**src/rtl/nx_fifo_rd_stream.sv**
```systemverilog
// Read-side companion for nx_fifo: drains a show-ahead FIFO port into a registered
// valid/ready stream through a two-entry head/skid stage.
module nx_fifo_rd_stream #(
    parameter int WIDTH = 96,
    parameter int CNT_W = 16
) (
    input  logic             clk,
    input  logic             rst_n,
    input  logic             fifo_empty,
    input  logic [WIDTH-1:0] fifo_rdata,
    output logic             fifo_ren,
    input  logic             clear,
    output logic             out_valid,
    input  logic             out_ready,
    output logic [WIDTH-1:0] out_data,
    output logic [1:0]       stg_used,
    output logic [CNT_W-1:0] beat_cnt,
    output logic             idle
);

    logic             run_r;
    logic [1:0]       stg_used_r;
    logic [WIDTH-1:0] head_r;
    logic [WIDTH-1:0] skid_r;
    logic             out_valid_r;
    logic [CNT_W-1:0] beat_cnt_r;
    logic             push_s;
    logic             pop_s;

    // Pop decision looks only at local state, never at out_ready.
    assign fifo_ren  = run_r && !fifo_empty && !clear && (stg_used_r != 2'd2);
    assign push_s    = fifo_ren;
    assign pop_s     = out_valid_r && out_ready;

    assign out_valid = out_valid_r;
    assign out_data  = head_r;
    assign stg_used  = stg_used_r;
    assign beat_cnt  = beat_cnt_r;
    assign idle      = fifo_empty && (stg_used_r == 2'd0);

    // Run flag: holds off FIFO reads until the first edge after reset release.
    always_ff @(posedge clk or negedge rst_n) begin
        if (!rst_n) begin
            run_r <= 1'b0;
        end else begin
            run_r <= 1'b1;
        end
    end

    // Stage state machine; head is zeroed whenever it empties so out_data reads 0 when idle.
    always_ff @(posedge clk or negedge rst_n) begin
        if (!rst_n) begin
            stg_used_r  <= 2'd0;
            head_r      <= {WIDTH{1'b0}};
            skid_r      <= {WIDTH{1'b0}};
            out_valid_r <= 1'b0;
        end else if (clear) begin
            stg_used_r  <= 2'd0;
            head_r      <= {WIDTH{1'b0}};
            skid_r      <= {WIDTH{1'b0}};
            out_valid_r <= 1'b0;
        end else begin
            case (stg_used_r)
                2'd0: begin
                    if (push_s) begin
                        stg_used_r  <= 2'd1;
                        head_r      <= fifo_rdata;
                        out_valid_r <= 1'b1;
                    end
                end
                2'd1: begin
                    if (push_s && !pop_s) begin
                        stg_used_r <= 2'd2;
                        skid_r     <= fifo_rdata;
                    end else if (push_s && pop_s) begin
                        head_r <= fifo_rdata;
                    end else if (pop_s) begin
                        stg_used_r  <= 2'd0;
                        head_r      <= {WIDTH{1'b0}};
                        out_valid_r <= 1'b0;
                    end
                end
                2'd2: begin
                    if (pop_s) begin
                        stg_used_r <= 2'd1;
                        head_r     <= skid_r;
                        skid_r     <= {WIDTH{1'b0}};
                    end
                end
                default: begin
                    stg_used_r  <= 2'd0;
                    head_r      <= {WIDTH{1'b0}};
                    skid_r      <= {WIDTH{1'b0}};
                    out_valid_r <= 1'b0;
                end
            endcase
        end
    end

    // Accepted-beat counter; wraps silently, and a beat taken during clear is dropped.
    always_ff @(posedge clk or negedge rst_n) begin
        if (!rst_n) begin
            beat_cnt_r <= {CNT_W{1'b0}};
        end else if (clear) begin
            beat_cnt_r <= {CNT_W{1'b0}};
        end else if (pop_s) begin
            beat_cnt_r <= beat_cnt_r + {{(CNT_W-1){1'b0}}, 1'b1};
        end else begin
            beat_cnt_r <= beat_cnt_r;
        end
    end

    nx_fifo_rd_stream_chk #(.WIDTH(WIDTH)) u_chk (
        .clk        (clk),
        .rst_n      (rst_n),
        .fifo_empty (fifo_empty),
        .fifo_ren   (fifo_ren),
        .clear      (clear),
        .out_valid  (out_valid_r),
        .out_ready  (out_ready),
        .out_data   (head_r),
        .stg_used   (stg_used_r)
    );

endmodule

// Simulation-time protocol checks for the stream stage.
module nx_fifo_rd_stream_chk #(
    parameter int WIDTH = 96
) (
    input logic             clk,
    input logic             rst_n,
    input logic             fifo_empty,
    input logic             fifo_ren,
    input logic             clear,
    input logic             out_valid,
    input logic             out_ready,
    input logic [WIDTH-1:0] out_data,
    input logic [1:0]       stg_used
);

    a_no_underflow: assert property (@(posedge clk) disable iff (!rst_n)
        fifo_ren |-> !fifo_empty);

    a_stg_range: assert property (@(posedge clk) disable iff (!rst_n)
        stg_used != 2'd3);

    a_hold_stable: assert property (@(posedge clk) disable iff (!rst_n)
        (out_valid && !out_ready && !clear) |=> (out_valid && $stable(out_data)));

endmodule

```
**config.mk**
```make
export PLATFORM = sky130hd
export DESIGN_NAME = nx_fifo_rd_stream
export DESIGN_NICKNAME = d
export VERILOG_FILES = /design/src/rtl/nx_fifo_rd_stream.sv
export SDC_FILE = /design/constraint.sdc
export NUM_CORES = 1
export LEC_CHECK = 0
export BUFFER_PORTS_ARGS = -buffer_cell sky130_fd_sc_hd__buf_4
export CORE_AREA = 2 2 269 165
export CTS_CLUSTER_SIZE = 24
export DETAILED_ROUTE_END_ITERATION = 16
export DIE_AREA = 0 0 271 167
export GPL_ROUTABILITY_DRIVEN = 1
export GPL_TIMING_DRIVEN = 0
export PLACE_DENSITY = 0.49
export SETUP_SLACK_MARGIN = 0.3
export SYNTH_ARGS = -nofsm -noshare
export SYNTH_HDL_FRONTEND = slang
export SYNTH_HIERARCHICAL = 1
export SYNTH_SLANG_ARGS = --single-unit
```
**constraint.sdc**
```tcl
create_clock -name clk -period 1.58 [get_ports clk]
set_clock_uncertainty 0.05 [all_clocks]
set_input_delay 0.316 -clock clk [delete_from_list [all_inputs] [get_ports clk]]
set_output_delay 0.316 -clock clk [all_outputs]
set_load 0.05 [all_outputs]
```
==> summary.md, run 1 <==
| Metric | Value |
|---|---|
| Die area | between 40000 and 50000 um2 |
| Post-synth EDFFs | 0 |
| Net count, final | approximately 1600 |
| DRC | 0 |
| Critical Path RT | 1950 ps |
| Reg power frac | approximately two fifths |
| Synth Cell Area | 10600 um2 |
| Final setup violation count | a little under 200 |
| Total track usage | 16.9% |
| YS warnings | 6 |
| # H-tree levels | 1 |
| Die width | roughly 270 um |
| Vias per std cell | about 4.5 |
| Slew @ Worst Pin | a little under 900 ps |
| Starting Density | 24.8% |
| First-pass GRT wire length | between 50 and 60 mm |
| Most frequent cells after synthesis | dfrtp_1, mux2i_1, nand2_1 |
| Fmax | 496 MHz |
| Tot Pwr | ~0.015 W |
| Cell accounting for the most synthesized area | dfrtp_1 |
| VDD IR max | between 0.5 and 0.6 mV |
| Synth Area in Simple Gates | under 10% |
| Clock latency at the later pin of the worst-skew pair | approximately 540 ps |
| WS Path Type | flop to flop |
| Clk network pwr share | between 30 and 40% |
| CTS sink count | approximately 210 |
| Multiplexer share of the synthesized area | ~18% |
| GRT met1 Usage | 24.6% |
| CTS clock-pin slew for the worst setup and hold paths | roughly 60 ps |
| Post-Syn Instances | a little under 1000 |
| Pins Over Slew Limit | 0 |
| Flops & latches, synth | 212 |
| Fillers | a little under 4000 |
| Ys flop type | dfrtp_1 |
| RSZ-0062 raised after global routing | true |
| Met3 GRT Util | between 2 and 2.5% |
| Synth top area share | between 50% and 60% |
| Gpl congestion | approximately 0.74 |
| Diode count | 0 |
| Minimum hold slack | 106 ps |
| CTS tree | built |
| Slew Limit Headroom | between 40% and 50% |
| Violated checks | setup timing |
| Logic gate share of total power | 25.3% |
| Worst r2r src | stg_used[1] |
| Synth Area per Inst | 11.0 um2 |
| Power per cell area | between 700 and 800 nW/um2 |
| Period utilisation layout | 127% |
| CTS Root Cell | clkbuf_16 |
| Vias in the first global route | roughly 9900 |
| Sw Ratio | 30.0% |
| Synth unique cells | 35 |
| CTS buffer count | 24 |
| Synth Area in Adders | less than 1% |
| Setup TNS Final | -63070 ps |
| Area Growth Syn to Fin | 80.6% |
| GR Layer Usage met2 | between 20% and 30% |
| Maximum number of pins on one net before global-route repair | 106 |
| IO Port Bufs | between 200 and 250 |
| Top-count cell post-synth | dfrtp_1 |
| Psw | ~0.0046 W |
| Core ar. | roughly 43000 um2 |
| Share of layout cells above drive strength 1 | about two fifths |
| Initial antenna violation count | 0 |
| Status | complete, but fails checks |
| Reg2reg path depth | 9 |
| FP Rows | 59 |
| Multi-input gate area | 5140 um2 |
| Worst Hold Class | primary input to asynchronous set/reset pin |
| Mapped Nets | ~1100 |
| Internal power | about 0.011 W |
| Min cycle time layout | about 2000 ps |
| Via count | ~9400 |
| Worst Path Max Fanout | 7 |
| DRT Pass-1 Iters | 5 |
| Synth Area in XOR/XNOR | less than 1% |
| FF/Latch Area | ~5300 um2 |
| Sequential fraction of the synthesis area | between 50 and 60% |
| Setup ws final | -434 ps |
| Final Hold Fails | 0 |
| GRT overflow | 0 |
| Crit. End Element | flop |
| Async S/R FF share, synth | 100% |
| Max cap viols | 0 |
| Top cells by area, synth | dfrtp_1, mux2i_1, a22o_1 |
| Die H | roughly 170 um |
| RR Endpoint | out_data[87] |
| Startpoint types | flop |
| LEAKAGE | between 8 and 9 nW |
| Remaining antenna violation count | 0 |
| HPWL after detailed placement | approximately 23 mm |
| FF-to-FF setup slack | -430 ps |
| Top Ports | roughly 220 |
| WL/cell | about 19 um |
| DRT Wirelength | a little under 40 mm |
| Clk buf depth | 3 |
| Synth Area in Compound Gates | 16.9% |
| Gr busiest metal | met2 |
| Arr. time, crit path | between 2000 and 2500 ps |
| DR iter-0 viols | roughly 420 |
| Largest family of logic cells by synthesized area | multiplexers |
[worst max path at each step]
stage / from / to / cells after the start
floorplan: out_valid / skid_r[55] / 7
global placement: rst_n / beat_cnt[11] / 1
detailed placement: clear / skid_r[57] / 6
global route: stg_used[1] / out_data[91] / 9
finish: stg_used[1] / out_data[87] / 9
CTS: stg_used[1] / idle / 4
[area by class of cell]
type                    count  area share, %
inverters                 100           1.97
repair buffers            510           29.5
well taps                 579           3.79
flip-flops and latches    212           27.9
multi-input cells         572           26.9
clock inverters             9          0.445
plain buffers              79           6.09
clock buffers              33           3.43
[per-layer routing]
metal	wire length (um)	up-vias
li1	-	4509
met1	19200	4706
met2	18000	174
met3	1240	37
met4	737	0
met5	0	-
[power by group through the flow]
stage / Sequential [W] / Combinational (W) / Clock, W
after floorplan: 0.00640 / 0.000957 / 0
after global placement: 0.00591 / 0.00245 / 0
after detailed placement: 0.00592 / 0.00248 / 0
after CTS: 0.00583 / 0.00362 / 0.00575
after global routing: 0.00587 / 0.00409 / 0.00593
final: 0.00584 / 0.00385 / 0.00554
[critical path, cell delays in order (launching register included)]
cell and delay [ps]:
dfrtp_2 410, buf_6 130, and2b_2 250, a22oi_2 200, a21oi_4 90, buf_12 180, buf_12 160, buf_12 130
buf_16 120, a22o_1 170
[through the flow]
step           setup slack, ps  instances  util [%]  cell area, um2
3_5_place_dp              -906       1760      30.9           13200
5_1_grt                   -507       2094      44.7           19100
2_1_floorplan             -236        963         -           10800
6_report                  -434       2094      44.7           19100
3_3_place_gp             -1910       1758      30.7           13100
4_1_cts                   -464       2049      42.5           18200
[kinds of logic after synthesis]
| logic type | Yosys count |
|---|---|
| AO/OA/AOI/OAI | 210 |
| multiplexers | 193 |
| adder cells (fa/ha/maj) | 1 |
| flip-flops | 212 |
| AND/OR/NAND/NOR | 156 |
| XOR/XNOR | 11 |
| buffers and inverters | 179 |
| other | 1 |
[sequential cells by signal (all words and copies together) (netlist names)]
signal / flops
out_data: 96
skid_r: 96
beat_cnt: 16
stg_used: 2
out_valid: 1
run_r: 1
[layout by cell type (no fill, tap or decap), types with 16 or more instances in the layout]
cell type        n
buf_8           42
buf_4          196
a22o_1          96
buf_6          145
dlygate4sd3_1   97
nand2_1         82
o2bb2ai_1       56
clkbuf_1        16
mux2i_1        188
dfrtp_1        195
nand2_2         23
clkbuf_16       39
dfrtp_2         17
buf_16          23
inv_1          100
buf_12          44
o2bb2ai_2       35
[repair_timing]
item	CTS	global route
endpoints found under the setup margin	324	327
gates resized for setup	376	105
pin swaps	88	68
gates cloned	28	6
buffers inserted	122	39
hold endpoints to repair	308	0
hold buffers	97	0
Note: power is estimated with default switching activity, not from simulation.
==> run 2: changes to the inputs <==
--- a/config.mk
+++ b/config.mk
@@ -12,8 +12,9 @@
 export DIE_AREA = 0 0 271 167
 export GPL_ROUTABILITY_DRIVEN = 1
 export GPL_TIMING_DRIVEN = 0
-export PLACE_DENSITY = 0.49
+export PLACE_DENSITY = 0.47
 export SETUP_SLACK_MARGIN = 0.3
+export SKIP_CTS_REPAIR_TIMING = 1
 export SYNTH_ARGS = -nofsm -noshare
 export SYNTH_HDL_FRONTEND = slang
 export SYNTH_HIERARCHICAL = 1
==> constraint.sdc (replaced) <==
create_clock -name clk -period 2.2 [get_ports clk]
set_clock_uncertainty 0.05 [all_clocks]
set_input_delay 0.44 -clock clk [delete_from_list [all_inputs] [get_ports clk]]
set_output_delay 0.44 -clock clk [all_outputs]
set_load 0.05 [all_outputs]
==> run 2 against run 1 <==
Net effect:
- the run now ends clean
- sequential power fell by 28%
- hold slack improved by 7.0 ps
- flip-flop and latch count did not move
- utilization fell by 7.6 points
- clock-buffer cell count rose by 6
- wire length fell by 11%
- critical path type is now flop to output pin
- critical endpoint is now fifo_ren
- largest cell class is now multi-input gates
- largest power group unchanged
==> summary.md, run 2 (synthesized netlist as in run 1, its figures left out) <==
| Metric | Value |
|---|---|
| Status | finished clean |
| Clk buf depth | 3 |
| WS Path Type | flop to output pin |
| Remaining antenna violation count | 0 |
| Worst Hold Class | primary input to flop |
| CTS Root Cell | clkbuf_16 |
| RSZ-0062 raised after global routing | true |
| RR Endpoint | out_data[48] |
| Fin area | roughly 16000 um2 |
| Pins Over Slew Limit | 0 |
| Power per cell area | 651 nW/um2 |
| Maximum number of pins on one net before global-route repair | around 110 |
| Final Hold Fails | 0 |
| IO Port Bufs | 216 |
| Total track usage | roughly 15% |
| HPWL after detailed placement | 23.2 mm |
| Crit. End Element | output pin |
| Fin util | 37.0% |
| Worst Path Max Fanout | 4 |
| Die width | roughly 270 um |
| # H-tree levels | 1 |
| Period utilisation layout | around 100% |
| Arr. time, crit path | 1700 ps |
| FP Rows | 59 |
| Top Ports | roughly 220 |
| Diode count | 0 |
| FF-to-FF setup slack | around 100 ps |
| Net count, final | between 1000 and 1500 |
| Vias in the first global route | roughly 8000 |
| VDD IR max | between 0.4 and 0.5 mV |
| Post-place instance area | 13000 um2 |
| Clock latency at the later pin of the worst-skew pair | roughly 540 ps |
| Final setup violation count | 0 |
| Commonest non-fill, non-tap cell in the layout | buf_4 |
| Fmax | about 460 MHz |
| Hold_sp | fifo_rdata[69] |
| DRT Pass-1 Iters | 4 |
| DRT Wirelength | between 30 and 40 mm |
| Initial antenna violation count | 0 |
| Tot Pwr | just over 0.01 W |
| Min cycle time layout | approximately 2200 ps |
| Hold path depth | 3 |
| LEAKAGE | between 6 and 7 nW |
| Gpl congestion | 0.742 |
| Slew Limit Headroom | between 20% and 30% |
| DR iter-0 viols | ~480 |
| CTS sink count | 212 |
| Reg2reg path depth | 11 |
| Setup TNS Final | 0 ps |
| Most frequent cells in the layout | buf_4, dfrtp_1, mux2i_1 |
| Vias per std cell | approximately 4.5 |
| First-pass GRT wire length | between 50 and 60 mm |
| Area Growth Syn to Fin | 49.7% |
| Minimum hold slack | 113 ps |
| WL/cell | ~19 um |
| Hold Path Sink | skid_r[69] |
| Critical Path RT | 1710 ps |
| CTS clock-pin slew for the worst setup and hold paths | 60 ps |
| Die area | between 40000 and 50000 um2 |
| Max cap viols | 0 |
| Starting Density | ~25% |
| Slew @ Worst Pin | around 1200 ps |
| Core ar. | 42700 um2 |
| CTS tree | built |
| Share of layout cells above drive strength 1 | approximately 36% |
| CTS buffer count | 24 |
| Worst r2r src | stg_used[1] |
| GRT overflow | 0 |
| DRC | 0 |
| Via count | ~8300 |
| Die H | approximately 170 um |
| Startpoint types | flop |
-- run 2: worst max path at each step --
| stage | startpoint | slack (ps) | to | cells past startpoint |
|---|---|---|---|---|
| finish | stg_used[1] | 10 | fifo_ren | 4 |
| global route | stg_used[1] | -70 | fifo_ren | 4 |
| CTS | out_valid | -360 | out_data[84] | 6 |
| detailed placement | out_ready | -470 | out_data[66] | 7 |
| global placement | rst_n | -1400 | out_valid | 1 |
| floorplan | stg_used[1] | 300 | out_data[0] | 7 |
-- run 2: cell type report --
cell class / instances / area (um2)
fillers: 4193 / 26900
flip-flops and latches: 212 / 5310
inverters: 100 / 375
repair buffers: 266 / 2410
clock inverters: 3 / 15.0
clock buffers: 39 / 738
plain buffers: 78 / 912
well taps: 579 / 724
multi-input cells: 572 / 5350
-- run 2: critical path: stages, from the launching register on --
cell and delay (ps):
dfrtp_2 410, buf_6 120, and2b_2 230, nor3_4 220, buf_6 190
-- run 2: metrics by stage --
stage,std cells,worst slack (ps)
floorplan,963,301
global placement,1758,-1400
detailed placement,1760,-474
CTS,1802,-359
global route,1849,-69.9
finish,1849,10.9
-- run 2: routing by layer --
layer  GRT usage [%]  vias to the layer above  routed length, um
met5               0                        -                  0
met1            22.0                     4131              17600
met3            2.65                       39               1780
met4            2.71                        0                648
li1                -                     3996                  -
met2            21.6                      167              15100
-- run 2: report_power, final --
group | switching, W | internal, W
registers | 0.000113 | 0.00407
logic | 0.00125 | 0.000872
clock network | 0.00172 | 0.00228
==> run 3: changes to the inputs <==
--- a/config.mk
+++ b/config.mk
@@ -6,10 +6,10 @@
 export NUM_CORES = 1
 export LEC_CHECK = 0
 export BUFFER_PORTS_ARGS = -buffer_cell sky130_fd_sc_hd__buf_4
-export CORE_AREA = 2 2 269 165
+export CORE_AREA = 2 2 294 151
 export CTS_CLUSTER_SIZE = 24
 export DETAILED_ROUTE_END_ITERATION = 16
-export DIE_AREA = 0 0 271 167
+export DIE_AREA = 0 0 296 153
 export GPL_ROUTABILITY_DRIVEN = 1
 export GPL_TIMING_DRIVEN = 0
 export PLACE_DENSITY = 0.47
==> constraint.sdc (replaced) <==
create_clock -name clk -period 2.2 [get_ports clk]
set_clock_uncertainty 0.05 [all_clocks]
set_input_delay 0.44 -clock clk [delete_from_list [all_inputs] [get_ports clk]]
set_output_delay 0.44 -clock clk [all_outputs]
set_load 0.01 [all_outputs]
==> run 3 against run 2 <==
Net effect:
- critical path depth grew 5
- maximum frequency up 8.5%
- worst setup slack improved by 170 ps
- sequential power about the same
- register-to-register slack improved by 80 ps
- combinational power shrank 21%
- clock-buffer cell count down 6
- largest cell class is now flip-flops and latches
- highest routed layer is now met5
==> summary.md, run 3 (synthesized netlist as in run 1, its figures left out) <==
| Metric | Value |
|---|---|
| Status | finished clean |
| Final setup violation count | 0 |
| WS Path Type | flop to flop |
| Clk network pwr share | between 40% and 50% |
| Cells along the critical path | buf_6 > and2b_4 > buf_4 > o21ai_4 > a21oi_4 > buf_12 > buf_6 > buf_6 > a22o_1 |
| HPWL after detailed placement | 23.7 mm |
| DRC | 0 |
| # H-tree levels | 1 |
| Critical Path RT | about 2600 ps |
| Starting Density | between 20% and 30% |
| CTS clock-pin slew for the worst setup and hold paths | approximately 60 ps |
| Internal power | approximately 0.007 W |
| Top delay family on crit path | buffers and inverters |
| Placed cell count | 1769 |
| RSZ-0062 raised after global routing | true |
| Vias per std cell | about 4.5 |
| LEAKAGE | 6.82 nW |
| DRT Wirelength | approximately 36 mm |
| DRT Pass-1 Iters | 4 |
| Die area | 45300 um2 |
| Hold_sp | fifo_rdata[12] |
| Reg2reg path depth | 9 |
| Pins Over Slew Limit | 0 |
| IO Port Bufs | 216 |
| Worst path max stage delay | just under 400 ps |
| RR Endpoint | out_data[71] |
| VDD IR max | ~0.46 mV |
| Clock latency at the later pin of the worst-skew pair | around 540 ps |
| DR iter-0 viols | around 380 |
| Clk buf depth | 3 |
| Psw | 0.00276 W |
| Sw Ratio | ~28% |
| CTS Root Cell | clkbuf_16 |
| Die width | a little under 300 um |
| Period utilisation layout | 91.7% |
| First-pass GRT wire length | 52.4 mm |
| Final Hold Fails | 0 |
| Area Growth Syn to Fin | 43.7% |
| Total track usage | 15.0% |
| Reg power frac | 42.1% |
| Top Ports | ~220 |
| Hold path depth | 3 |
| Critical path buffers and inverters | 5 |
| Maximum number of pins on one net before global-route repair | between 100 and 150 |
| Crit. End Element | flop |
| Fin util | ~35% |
| CTS buffer count | 25 |
| Core ar. | 42800 um2 |
| Slew @ Worst Pin | roughly 640 ps |
| Tot Pwr | 0.00993 W |
| Arr. time, crit path | around 2400 ps |
| Worst r2r src | stg_used[1] |
| Cell mode on critical path | buf_6 |
| CTS tree | built |
| Vias in the first global route | between 8000 and 9000 |
| Slew Limit Headroom | a little under three fifths |
| Fmax | approximately 500 MHz |
| Worst Path Max Fanout | 10 |
| Die H | around 150 um |
| FF-to-FF setup slack | about 180 ps |
| Startpoint types | flop |
| Commonest non-fill, non-tap cell in the layout | buf_4 |
| Most frequent cells in the layout | buf_4, dfrtp_1, mux2i_1 |
| Net count, final | approximately 1300 |
| GRT overflow | 0 |
| Min cycle time layout | between 2000 and 2500 ps |
| CTS sink count | 212 |
| Hold Path Sink | skid_r[12] |
| Final cell count without fillers | 1845 |
| Via count | approximately 8400 |
| Gpl congestion | around 0.74 |
| FP Rows | 54 |
| Max cap viols | 0 |
| WL/cell | slightly below 20 um |
| Fillers | around 4400 |
| Power per cell area | about 650 nW/um2 |
| Share of layout cells above drive strength 1 | 34.5% |
| Worst path slowest cell | dfrtp_1 |
| Remaining antenna violation count | 0 |
| Initial antenna violation count | 1 |
| Worst Hold Class | primary input to flop |
| Logic gate share of total power | around 17% |
run 3: metal layers:
layer,up-vias,part of all wire (%),GRT usage [%]
li1,3985,-,-
met1,4170,53,23.8
met2,157,41,21.0
met3,36,3.8,2.56
met4,2,1.6,2.77
met5,-,0.045,0
run 3: per-stage QoR:
| step | TNS (ps) | hold WS [ps] | area [um2] | setup WS, ps |
|---|---|---|---|---|
| after floorplan | 0 | 94.4 | 10600 | 369 |
| after global placement | -332060 | 441 | 12900 | -1260 |
| after detailed placement | -77170 | 196 | 13000 | -722 |
| after CTS | -66360 | -394 | 13800 | -648 |
| after global routing | 0 | 99.1 | 15200 | 141 |
| final | 0 | 118 | 15200 | 183 |
run 3: area by class of cell:
type | count | area [um2] | share of cell area, %
Sequential cell | 212 | 5310 | 34.9
Buffer | 78 | 752 | 4.95
Timing Repair Buffer | 253 | 2220 | 14.6
Clock inverter | 8 | 70.1 | 0.461
Antenna cell | 1 | 2.50 | 0.0165
Tap cell | 588 | 736 | 4.84
Multi-Input combinational cell | 572 | 5040 | 33.2
Inverter | 100 | 375 | 2.47
Clock buffer | 33 | 696 | 4.58
run 3: worst max-delay path by stage:
stage,startpoint,end,depth (start not counted)
floorplan,clear,out_data[84],8
global placement,rst_n,out_data[59],1
detailed placement,out_ready,out_data[77],7
CTS,out_valid,out_data[71],6
global route,stg_used[1],out_data[71],9
finish,stg_used[1],out_data[71],9
run 3: power groups by stage:
stage               combinational [W]  sequential, W  clock [W]
finish                        0.00167        0.00418    0.00408
floorplan                    0.000640        0.00428          0
detailed placement            0.00140        0.00425          0
global route                  0.00182        0.00420    0.00441
global placement              0.00138        0.00424          0
CTS                           0.00141        0.00418    0.00424
run 3: worst reg2reg max path: stages, from the launching register on:
cell and delay (ps):
dfrtp_1 390, buf_6 140, and2b_4 180, buf_4 140
o21ai_4 160, a21oi_4 80, buf_12 170, buf_6 170
buf_6 160, a22o_1 240
